--- src/rtl/fetch_sequencer.sv ---
// -----------------------------------------------------------------------------
// fetch_sequencer
//
// Instruction fetch and sequencing stage for the accumulator CPU. Holds the
// program counter (PC) and instruction register (IR). Fetches one instruction
// word over a req/ack handshake, presents the opcode and address field to the
// decoder with a one-cycle execute strobe, and resolves JMP/JZ/JC.
//
// Handshake (imem): imem_req_o is raised on the first FETCH cycle and held,
// with imem_addr_o stable, until the rising edge where imem_ack_i = 1. That
// edge captures imem_data_i into IR. imem_ack_i is ignored whenever
// imem_req_o = 0.
//
// Ports
//   clk_i        clock; all state updates on the rising edge
//   rst_ni       asynchronous active-low reset
//   run_i        level-sensitive start/continue
//   imem_req_o   instruction read request
//   imem_addr_o  read address (= PC)
//   imem_ack_i   read data valid
//   imem_data_i  instruction word {opcode, address}
//   op_o         opcode (IR MSBs)
//   operand_o    address field (IR LSBs)
//   exec_o       one-cycle execute strobe
//   jmp_i        jump request from the decoder
//   z_i, c_i     zero / carry flags
//   pc_o         current PC
//   busy_o       high in FETCH or EXEC
//   halted_o     high in HALT
//   state_o      FSM state for observation (0 IDLE, 1 FETCH, 2 EXEC, 3 HALT)
// -----------------------------------------------------------------------------
module fetch_sequencer #(
  parameter int AW = 5,
  parameter int OW = 3
) (
  input  logic             clk_i,
  input  logic             rst_ni,
  input  logic             run_i,
  output logic             imem_req_o,
  output logic [AW-1:0]    imem_addr_o,
  input  logic             imem_ack_i,
  input  logic [OW+AW-1:0] imem_data_i,
  output logic [OW-1:0]    op_o,
  output logic [AW-1:0]    operand_o,
  output logic             exec_o,
  input  logic             jmp_i,
  input  logic             z_i,
  input  logic             c_i,
  output logic [AW-1:0]    pc_o,
  output logic             busy_o,
  output logic             halted_o,
  output logic [1:0]       state_o
);

  typedef enum logic [1:0] {
    S_IDLE  = 2'd0,
    S_FETCH = 2'd1,
    S_EXEC  = 2'd2,
    S_HALT  = 2'd3
  } state_t;

  localparam logic [OW-1:0] OP_JMP  = OW'(4);
  localparam logic [OW-1:0] OP_JZ   = OW'(5);
  localparam logic [OW-1:0] OP_JC   = OW'(6);
  localparam logic [OW-1:0] OP_HALT = OW'(7);

  state_t           state;
  logic [AW-1:0]    pc;
  logic [OW+AW-1:0] ir;
  logic             take;

  assign op_o        = ir[OW+AW-1:AW];
  assign operand_o   = ir[AW-1:0];
  assign pc_o        = pc;
  assign imem_addr_o = pc;
  assign state_o     = state;

  // Flags are used as they stand during EXEC, i.e. the result of the
  // previous instruction. jmp_i paired with a non-branch opcode is ignored.
  assign take = jmp_i & ((op_o == OP_JMP) |
                         ((op_o == OP_JZ) & z_i) |
                         ((op_o == OP_JC) & c_i));

  // Outputs req/exec/busy/halted are registered and updated together with
  // the state, so each one is exactly the decode of the next state.
  always_ff @(posedge clk_i or negedge rst_ni) begin
    if (!rst_ni) begin
      state      <= S_IDLE;
      pc         <= '0;
      ir         <= '0;
      imem_req_o <= 1'b0;
      exec_o     <= 1'b0;
      busy_o     <= 1'b0;
      halted_o   <= 1'b0;
    end else begin
      case (state)
        S_IDLE: begin
          if (run_i) begin
            state      <= S_FETCH;
            imem_req_o <= 1'b1;
            busy_o     <= 1'b1;
          end
        end

        S_FETCH: begin
          if (imem_ack_i) begin
            ir         <= imem_data_i;
            pc         <= pc + AW'(1);
            state      <= S_EXEC;
            imem_req_o <= 1'b0;
            exec_o     <= 1'b1;
          end
        end

        S_EXEC: begin
          exec_o <= 1'b0;
          // Branch target overrides the increment done at the fetch edge.
          if (take) begin
            pc <= operand_o;
          end
          if (op_o == OP_HALT) begin
            state    <= S_HALT;
            busy_o   <= 1'b0;
            halted_o <= 1'b1;
          end else if (!run_i) begin
            state  <= S_IDLE;
            busy_o <= 1'b0;
          end else begin
            state      <= S_FETCH;
            imem_req_o <= 1'b1;
          end
        end

        S_HALT: begin
          // Terminal; only reset leaves this state.
          state <= S_HALT;
        end

        default: begin
          state <= S_IDLE;
        end
      endcase
    end
  end

endmodule

--- config.mk ---
export PLATFORM = sky130hd
export DESIGN_NAME = fetch_sequencer
export DESIGN_NICKNAME = d
export VERILOG_FILES = /design/src/rtl/fetch_sequencer.sv
export SDC_FILE = /design/constraint.sdc
export NUM_CORES = 1
export LEC_CHECK = 0
export CAP_MARGIN = 20
export CELL_PAD_IN_SITES_DETAIL_PLACEMENT = 1
export CELL_PAD_IN_SITES_GLOBAL_PLACEMENT = 2
export CORE_MARGIN = 3
export CORE_UTILIZATION = 36
export CTS_BUF_LIST = sky130_fd_sc_hd__clkbuf_2 sky130_fd_sc_hd__clkbuf_4 sky130_fd_sc_hd__clkbuf_8
export CTS_CLUSTER_DIAMETER = 100
export DETAILED_ROUTE_END_ITERATION = 8
export DONT_BUFFER_PORTS = 1
export PLACE_DENSITY = 0.8
export SLEW_MARGIN = 20
export SYNTH_ARGS = -nofsm -noshare
export SYNTH_HDL_FRONTEND = slang
export SYNTH_SLANG_ARGS = --single-unit
export TNS_END_PERCENT = 100
--- constraint.sdc ---
create_clock -name clk_i -period 1.9 [get_ports clk_i]
set_clock_uncertainty 0.1 [all_clocks]
set_input_delay 0.38 -clock clk_i [delete_from_list [all_inputs] [get_ports clk_i]]
set_output_delay 0.38 -clock clk_i [all_outputs]
set_load 0.005 [all_outputs]
; ---- Word level (Yosys, flattened, before mapping)
; Cells that the tools add are included.
[classes]
n_bitwise = 5
n_shift = 0
n_mul = 0
n_addsub = 1
div_mod_pow = 0
n_eq_ne = 12
n_lt_le_gt_ge = 0
muxes = 18
reduce_logical = 11
[ops]
columns = op, n
row1 = 3-bit == test (second input constant), 4
row2 = 5-bit 2-to-1 mux, 2
row3 = 5-bit one-hot mux with 2 select lines, 1
row4 = 3-bit AND reduction, 3
row5 = 1-bit 2-to-1 mux, 8
row6 = 2-bit != test (second input constant), 4
row7 = 2-bit one-hot mux with 4 select lines, 1
row8 = 2-bit AND reduction, 4
row9 = 2-bit 2-to-1 mux, 3
row10 = 5-bit by 1-bit adder with 5-bit output (second input constant), 1
row11 = 2-bit == test (second input constant), 2
row12 = 1-bit one-hot mux with 2 select lines, 2
row13 = 2-bit nonzero test, 2
row14 = 1-bit bitwise AND, 3
row15 = 3-bit != test (second input constant), 1
row16 = 1-bit one-hot mux with 3 select lines, 1
row17 = 3-bit nonzero test, 1
row18 = 2-bit by 1-bit == test with 1-bit output (second input constant), 1
row19 = 2-bit logical NOT, 1
row20 = 1-bit bitwise OR, 2
[word_totals]
ff_bits = 19
wordCells = 54
input_bits = 15
ramBits = 0
n_memories = 0
latch_bits = 0
out_inout_bits = 24
rom_bits = 0

; ---- Logic depth before layout (Yosys ltp)
[depth]
word_depth = 7
ltp_mapped = 6
depth_no_buf = 5

; ---- Worst setup path before layout
; No wires, ideal clock.
[synth_path]
path_kind = register -> register
from = register state[0] (netlist: state_o[0])
to = register pc[0] (netlist: imem_addr_o[0])
stages_incl_launch_ff = 6
path_slack_ns = 0.331
setup_time_ns = 0.126
required_ns = 1.674
path_buffers = 1
arrival_ns = 1.343
synth_period_minus_slack_ns = 1.569
path_cell_list = dfrtp_1 -> buf_6 -> nand4b_4 -> a221oi_4 -> nor2_2 -> a221o_1
[synth_between]
elab_chain_cells = 3
elab_cells_between_ends = 7
cone_classes = eq/ne (4) / mux (1) / reduce/logical (2)
[synth_lines]
columns = element, line
row1 = "start, declared", 67  ; state_t state;
row2 = "start signal, assigned", 88  ; state <= S_IDLE;
row3 = "start signal, assigned", 99  ; state <= S_FETCH;
row4 = "start signal, assigned", 109  ; state <= S_EXEC;
row5 = 2-bit == test / 2-bit by 1-bit == test with 1-bit output (equally long branches), 96  ; case (state)
row6 = 2-bit != test (no source line) / 2-bit nonzero test (equally long branches), --
row7 = 3-bit AND reduction (no source line), --
row8 = "end signal, assigned", 108  ; pc <= pc + AW'(1);
row9 = "end signal, assigned", 119  ; pc <= operand_o;
row10 = "end, declared", 68  ; logic [AW-1:0] pc;
; Several ways; a longest one is shown, not always the timed one.
; A chain may end at the register's enable or synchronous reset.

; ---- Worst setup path in the final report
[layout_path]
from = register ir[6]
to = register pc[4] (netlist: imem_addr_o[4])
[layout_between]
elab_chain_cells = 7
elab_cells_between_ends = 10
cone_classes = eq/ne (4) / bitwise (5) / reduce/logical (1)
[layout_lines]
columns = element, line
row1 = "start, declared", 69  ; logic [OW+AW-1:0] ir;
row2 = "start signal, assigned", 107  ; ir <= imem_data_i;
row3 = 3-bit == test, 81  ; ((op_o == OP_JZ) & z_i) |
row4 = 1-bit bitwise AND, 81
row5 = 1-bit bitwise OR, 80  ; assign take = jmp_i & ((op_o == OP_JMP) |
row6 = 1-bit bitwise OR (*), 81
row7 = 1-bit bitwise AND (*), 80
row8 = 2-bit != test (no source line) (*), --
row9 = 3-bit AND reduction (no source line) (*), --
; Mark *: on every way between the ends. The rest lies on a longest branch, timed or not.

==> impl_metrics.csv <==
group,metric,value,unit
place,post-place-ws,0.298,ns
floorplanning,die_w,57.3,µm
floorplanning,fp.coreArea,2360,µm²
floorplanning,rows,17,
global_routing,grt_pass1_vias,747,
power,pwr-share-comb,0.343,
floorplanning,initial_core_util,0.402,
layout,areaGrowthSynthToFinish,5.94,%
power,p_leak,0.487,nW
global_routing,antenna_found_initial,0,
setup_path,crit_start,"ir[6]$_DFFE_PN0P_",
cts,cts_setup_buffers,0,
floorplanning,die_h,57.3,µm
power,total_power,0.00162,W
flow_run,drv_cap,0,
timing,setup_violations,0,
floorplanning,pin_count,39,
cts,cts_resized,0,
place,dp_hpwl,1.78,mm
timing,tns,0,ns
cts,cts_buffers,3,
setup_path,crit_fanout,7,
routing,firstDrtPassIters,3,
min_path,hp-start,"imem_data_i[5]",
synth,ys_ff_latch,19,
setup_path,start_kind,"register",
global_routing,grt_max_degree,20,
cts,postCtsHoldBufs,1,
place,placed_cell_area,965,µm²
routing,routed_wl,2.27,mm
synth,yosysTopAreaCellShare,0.501,
synth,ys_warn_count,0,
setup_path,reg2reg_from,"ir[6]$_DFFE_PN0P_",
power,cellPowerDensity,1610,nW/µm²
timing,fmax,0.621,GHz
timing,relSlewSlack,0.418,
power,p_sw,0.000688,W
cts,cts_tree,"built",
global_routing,gr-total-overflow,0,
timing,finalCritPeriodShare,0.847,
place,io_buffers,0,
global_routing,grt_pass1_wl,3.69,mm
global_routing,track_usage,0.142,
routing,vias,712,
synth,syn_nets,117,
place,gp_congestion,0.761,
cts,clk_pin_slew,0.11,ns
synth,synthTopCellsByArea,"dfrtp_1 (50%), nand2_1 (10%), a21oi_1 (4.7%)",
routing,drt_iter0_markers,15,
timing,maxSlewViolCount,0,
min_path,hp-class,"primary input to register",
power,p_int,0.000933,W
setup_path,worstPathArrival,1.69,ns
setup_path,worst_ep_required_time,1.98,ns
floorplanning,die_area,3290,µm²
synth,synth_cell_types,27,
timing,tightest_slew,0.870,ns
layout,final_area,1000,µm²
power,seq_power_share,0.521,
routing,drc,0,
timing,period_needed,1.61,ns
cts,htreeDepth,1,
routing,via_per_inst,5.44,
setup_path,crit_type,"register to register",
power,peakVddDrop,0.000663,V
timing,hold_viol,0,
synth,syn_area,948,µm²
status,status,"finished clean",
layout,antenna_cells,0,
synth,postSynthCellCount,101,
power,p_sw_frac,0.425,
cts,root_buffer,"clkbuf_4",
timing,rsz0062_at_grt,"no",
power,clockPowerShare,0.135,
layout,drive_gt1_frac,0.146,
synth,avgSynthCellArea,9.39,µm²
synth,yosysSeqAreaShare,0.501,
routing,wl_per_cell,17.4,µm
cts,clk_latency,0.29,ns
routing,ant_nets,0,
cts,clk_path_buf_depth,2,
timing,setup_ws,0.291,ns
synth,synth_top_area_cell,"dfrtp_1",
setup_path,cp-end-kind,"register",
cts,cts_num_sinks,19,
layout,final_nets,120,
## routing by layer
layer	part of all wire	global-route usage
met1	0.46	0.191
met2	0.47	0.225
met3	0.069	0.0430
met4	0	0.0298
met5	0	0
## worst paths after layout
kind                                         endpoint  slack [ns]  depth (start not counted)
hold / removal                      ir[5]$_DFFE_PN0P_        0.09                          2
hold reg to reg                  halted_o$_DFFE_PN0P_        0.42                          1
min in group asynchronous           ir[0]$_DFFE_PN0P_        0.54                          1
setup / recovery           imem_addr_o[4]$_DFFE_PN0P_        0.29                          5
max in group asynchronous  imem_addr_o[2]$_DFFE_PN0P_        0.63                          1
setup reg to reg           imem_addr_o[4]$_DFFE_PN0P_        0.29                          5
## through the flow
step / cells / util / hold WS [ns]
4_1_cts: 131 / 0.426 / 0.0813
6_report: 131 / 0.426 / 0.0899
2_1_floorplan: 101 / - / -0.0156
3_3_place_gp: 126 / 0.409 / -0.0151
5_1_grt: 131 / 0.426 / 0.0829
3_5_place_dp: 126 / 0.409 / -0.0151
## placed cells by master (no fill, tap or decap)
| cell type | n |
|---|---|
| o21bai_1 | 1 |
| o22ai_1 | 1 |
| nand2_1 | 26 |
| nand2b_1 | 1 |
| a211oi_1 | 1 |
| a21oi_1 | 9 |
| nor2_1 | 4 |
| buf_4 | 6 |
| nor2_2 | 1 |
| ha_1 | 1 |
| and3_1 | 2 |
| a211o_1 | 2 |
| clkbuf_4 | 4 |
| nor3b_1 | 1 |
| a21o_2 | 2 |
| nand4b_1 | 1 |
| nand3_1 | 3 |
| o21ai_0 | 3 |
| dlygate4sd3_1 | 1 |
| a221o_1 | 1 |
| a221oi_4 | 1 |
| nor3_1 | 3 |
| nand4b_4 | 1 |
| inv_1 | 6 |
| nand3b_1 | 1 |
| dfrtp_1 | 19 |
| nand4_1 | 1 |
## power groups by stage
| stage | clock network [W] | logic (W) | registers, W |
|---|---|---|---|
| after floorplan | 0 | 0.000503 | 0.000778 |
| after global placement | 0 | 0.000530 | 0.000855 |
| after detailed placement | 0 | 0.000553 | 0.000866 |
| after CTS | 0.000227 | 0.000565 | 0.000856 |
| after global routing | 0.000245 | 0.000633 | 0.000886 |
| final | 0.000220 | 0.000557 | 0.000845 |
## cell families after synthesis
family	after synthesis	share of synthesized area
compound gates	21	0.161
fa+ha+maj	1	0.0132
buf+inv	15	0.0910
flops	19	0.501
simple gates	45	0.234
## cells in the mapped netlist
master,instances
a21oi_1,9
nand4_1,1
nand3_1,3
a221oi_4,1
a21o_2,2
nor3_1,3
a221o_1,1
a211oi_1,1
nor2_1,4
buf_6,1
nand4b_4,1
dfrtp_1,19
nand2_1,26
buf_2,3
o21ai_0,3
and3_1,2
nand4b_1,1
nand2b_1,1
o21bai_1,1
o22ai_1,1
buf_4,5
nor2_2,1
inv_1,6
ha_1,1
nor3b_1,1
nand3b_1,1
a211o_1,2
## flip-flops by register name, summed over array words and instances, names as in the netlist
signal	count
halted_o	1
state_o	2
ir	8
busy_o	1
imem_addr_o	5
imem_req_o	1
exec_o	1
## area by class of cell
class / count / area [µm²]
Fill cell: 265 / 1360
Sequential cell: 19 / 475
Multi-Input combinational cell: 67 / 387
Timing Repair Buffer: 7 / 55.1
Tap cell: 28 / 35.0
Clock buffer: 4 / 30.0
Inverter: 6 / 22.5
## worst max-delay path, stage by stage, from the launching register on
cell and delay (ns):
dfrtp_1 0.51, nand2b_1 0.20, a221oi_4 0.08, buf_4 0.18
a21o_2 0.20, a211o_1 0.23
(Power assumes the default switching activity.)
